===== src/rtl/tdm_demux.sv =====
// tdm_demux: TDM receive demultiplexer, publishes one parallel word per completed frame.
// Optional TDM_DEMUX_CH_STROBE_EN adds ch_strobe, a registered per-slot accept pulse.
module tdm_demux #(
  parameter int CHANNELS = 4,
  parameter int WIDTH = 8,
  parameter int SLOT_W = $clog2(CHANNELS)
) (
  input  logic                      clk,
  input  logic                      rst_n,
  input  logic [WIDTH-1:0]          din,
  input  logic                      din_valid,
  input  logic                      sof,
  output logic [CHANNELS*WIDTH-1:0] ch_data,
  output logic                      frame_valid,
  output logic [SLOT_W-1:0]         slot,
  output logic                      locked,
  output logic                      sync_err
`ifdef TDM_DEMUX_CH_STROBE_EN
  ,
  output logic [CHANNELS-1:0]       ch_strobe
`endif
);
  typedef enum logic {HUNT, RUN} state_t;
  state_t state, state_n;
  logic [SLOT_W-1:0] slot_n, wslot;
  logic [(CHANNELS-1)*WIDTH-1:0] shadow, shadow_n;
  logic [CHANNELS*WIDTH-1:0] ch_data_n;
  logic accept, last, err;
`ifdef TDM_DEMUX_CH_STROBE_EN
  logic [CHANNELS-1:0] strobe_n;
`endif
  assign locked = state == RUN;
  // sof always restarts at slot 0; slot is 0 throughout HUNT so it also gates acceptance there
  always_comb begin
    accept = din_valid && (sof || (state == RUN && slot != '0));
    err = din_valid && state == RUN && (sof ? slot != '0 : slot == '0);
    wslot = sof ? '0 : slot;
    last = accept && wslot == SLOT_W'(CHANNELS - 1);
    state_n = (din_valid && sof) ? RUN : err ? HUNT : state;
    slot_n = accept ? wslot + 1'b1 : slot;
    shadow_n = shadow;
    for (int k = 0; k < CHANNELS - 1; k++)
      if (accept && wslot == SLOT_W'(k)) shadow_n[k*WIDTH +: WIDTH] = din;
    ch_data_n = last ? {din, shadow} : ch_data;
`ifdef TDM_DEMUX_CH_STROBE_EN
    strobe_n = accept ? CHANNELS'(1) << wslot : '0;
`endif
  end
  always_ff @(posedge clk or negedge rst_n)
    if (!rst_n) begin
      state <= HUNT;
      slot <= '0;
      shadow <= '0;
      ch_data <= '0;
      frame_valid <= 1'b0;
      sync_err <= 1'b0;
`ifdef TDM_DEMUX_CH_STROBE_EN
      ch_strobe <= '0;
`endif
    end else begin
      state <= state_n;
      slot <= slot_n;
      shadow <= shadow_n;
      ch_data <= ch_data_n;
      frame_valid <= last;
      sync_err <= err;
`ifdef TDM_DEMUX_CH_STROBE_EN
      ch_strobe <= strobe_n;
`endif
    end
endmodule


===== config.mk =====
export PLATFORM = sky130hd
export DESIGN_NAME = tdm_demux
export DESIGN_NICKNAME = d
export VERILOG_FILES = /design/src/rtl/tdm_demux.sv
export SDC_FILE = /design/constraint.sdc
export NUM_CORES = 1
export LEC_CHECK = 0
export BUFFER_PORTS_ARGS = -buffer_cell sky130_fd_sc_hd__buf_2
export CELL_PAD_IN_SITES_DETAIL_PLACEMENT = 0
export CELL_PAD_IN_SITES_GLOBAL_PLACEMENT = 1
export CORE_MARGIN = 2
export CORE_UTILIZATION = 40
export CTS_BUF_LIST = sky130_fd_sc_hd__clkbuf_2
export CTS_CLUSTER_DIAMETER = 200
export CTS_CLUSTER_SIZE = 10
export DETAILED_ROUTE_END_ITERATION = 10
export GPL_TIMING_DRIVEN = 1
export PLACE_DENSITY_LB_ADDON = 0.3
export SYNTH_ARGS = -nofsm -noshare
export SYNTH_HDL_FRONTEND = slang
export SYNTH_SLANG_ARGS = --single-unit

===== constraint.sdc =====
create_clock -name clk -period 4.6 [get_ports clk]
set_input_delay 0.46 -clock clk [delete_from_list [all_inputs] [get_ports clk]]
set_output_delay 0.46 -clock clk [all_outputs]
set_load 0.005 [all_outputs]

==> impl_metrics.csv <==
group,metric,value,unit
layout,finalCoreUtilization,48.4,%
clock_tree,h-tree-depth,3,
route,drtPass1Iterations,3,
global_route,grt_antenna_before_repair,0,
global_route,grt_pass1_vias,1506,
floorplan,rows,28,
layout,layout.nets,223,
layout,final_area,0.00287,mm2
timing,min_period,2.16,ns
route,drcViolationCount,0,
power_and_ir_drop,worst_ir_drop_vdd,0.266,mV
global_route,grt_start_max_net_pins,62,
yosys,synth_nets,167,
timing,whs,0.159,ns
placed_design,placed_area,0.00274,mm2
clock_tree,cts_resized,0,
placed_design,io_buffers,48,
layout,nFillCells,530,
floorplan,io-pin-count,49,
setup_path,cp.required,4.92,ns
timing,finalSetupViolations,0,
yosys,netlist_top_cells_area,"dfrtp_1, mux2_2, mux2_1, o21ai_4, ha_1",
floorplan,fp.dieW,82.1,um
timing,fmax,0.464,GHz
layout,syn2layout_area_growth,17.6,%
setup_path,r2r_slack,2.44,ns
clock_tree,cts_tree,"done",
flow_run,maxCapViolCount,0,
yosys,seq_area_frac_synth,62.6,%
clock_tree,cts_setup_buffers,0,
route,drt_iter0_markers,57,
layout,multi_input_area,851,um2
route,num_vias,1372,
yosys,synth_top_area_share,62.6,%
clock_tree,clock_latency,0.43,ns
yosys,ys_ff_latch,61,
setup_path,worstSetupEndpointType,"flip-flop",
placed_design,hpwl,2900,um
route,vias_per_cell,4.78,
timing,finalClockSkew,0.0141,ns
global_route,grt_usage,13.9,%
yosys,ys_types,19,
timing,hold_violations,0,
layout,drive_above_1_share,55.2,%
setup_path,cp-start-kind,"flip-flop",
global_route,grt_first_pass_wirelength,6810,um
clock_tree,clockBufferDepth,2,
placed_design,finalWeightedCongestion,0.715,
power_and_ir_drop,p_per_area,632,mW/mm2
layout,antennaDiodeCount,0,
yosys,postSynthCellCount,151,
clock_tree,cts.clk_slew.worst_paths,0.15,ns
route,route.detailed.wl_per_inst,14.6,um
worst_hold_path,hp-class,"input pin to async pin",
clock_tree,ctsHoldBuffers,0,
status,status,"finished, final reports clean",
clock_tree,cts_num_sinks,61,
floorplan,start_util,41.2,%
route,wl,4190,um
timing,rsz0062_at_grt,"no",
clock_tree,root_buffer,"clkbuf_2",
timing,fin_tns_setup,0,ns
timing,max_slew.worst_pin.slew,1.01,ns
yosys,synth_most_common_cell,"dfrtp_1",
global_route,grt_overflow,0,
timing,maxSlewHeadroom,32.1,%
floorplan,die_h,82.1,um
setup_path,crit_arrival,2.48,ns
yosys,synth_area_leader_cell,"dfrtp_1",
yosys,ys_top_cells_by_count,"dfrtp_1, mux2_2, mux2_1, inv_1",
floorplan,core_area,0.00592,mm2
timing,slew_viol_final,0,
yosys,yosysWarnings,0,
yosys,syn_avg_cell_area,16.1,um2
route,antenna_left,0,
yosys,synth_ff_type,"dfrtp_1",
setup_path,crit_fanout,33,
setup_path,path_class,"flip-flop to flip-flop",
yosys,synth_edf_count,0,
clock_tree,cts_made_buffers,9,
yosys,async_flop_share,100,%
layout,seq_area,0.00153,mm2
power_and_ir_drop,leakagePower,1.41,nW
floorplan,die_area,0.00673,mm2
yosys,netlist_area,0.00244,mm2
timing,layout_worst_path_cycle_share,46.9,%
kinds of logic (layout without fill, tap and decap cells):
logic type	Yosys count	count (layout)	synth area share (%)
simple gates	10	10	1.85
xor+xnor	1	1	0.359
buf+inv	9	70	2.46
compound gates	10	10	4.77
flops	61	61	62.6
mux	56	56	25.9
fa+ha+maj	4	4	2.05
sequential cells by signal, summed over array words and instances, names as in the netlist:
name / flops
ch_data: 32
shadow: 24
slot: 2
frame_valid: 1
locked: 1
sync_err: 1
layout by cell type (no fill, tap or decap), types with 2 or more instances in the layout:
cell type and instances:
o21ai_4 4, mux2_1 7, clkinv_2 2, dfrtp_1 61
clkbuf_2 10, nor2_1 4, nand2_1 3, buf_2 48
nand2b_1 2, ha_1 4, inv_1 5, bufinv_16 2
mux2_2 49, clkinv_1 2
final timing paths:
path / start / end / cells after the start
min: rst_n / ch_data[15] / 2
min reg2reg: ch_data[23] / ch_data[23] / 1
max: slot[0] / ch_data[24] / 3
max in group asynchronous: rst_n / ch_data[13] / 2
max reg2reg: slot[0] / ch_data[24] / 3
min in group clk: din[6] / ch_data[30] / 2
stage by stage:
stage | cells | setup slack (ns) | power [mW]
after floorplan | 151 | 3.00 | 1.24
after global routing | 287 | 2.31 | 1.95
after CTS | 287 | 2.40 | 1.85
final | 287 | 2.44 | 1.81
after detailed placement | 271 | 2.28 | 1.49
after global placement | 271 | 2.37 | 1.46
metal layers:
metal  vias to the layer above  track usage, %  part of all wire, %
met5                         -               0                    0
met4                         0            7.00                  1.2
met3                         6            3.85                  4.6
met2                        31            23.4                   51
met1                       684            16.2                   43
li1                        651               -                    -
report_power, final:
group	switching [mW]	internal (mW)	total, mW
clock network	0.178	0.178	0.356
logic	0.205	0.326	0.531
registers	0.134	0.791	0.925
total	0.517	1.29	1.81
critical path: stages (launching register included):
cell	delay, ns
dfrtp_1	0.48
o211a_4	0.33
o21ai_4	0.81
mux2_2	0.42
layout make-up:
| cell class | count | area share [%] |
|---|---|---|
| Clock buffer | 10 | 1.75 |
| Clock inverter | 6 | 2.71 |
| Inverter | 5 | 0.655 |
| Multi-Input combinational cell | 81 | 29.7 |
| Sequential cell | 61 | 53.3 |
| Tap cell | 75 | 3.28 |
| Timing Repair Buffer | 49 | 8.65 |
(Power assumes the default switching activity.)
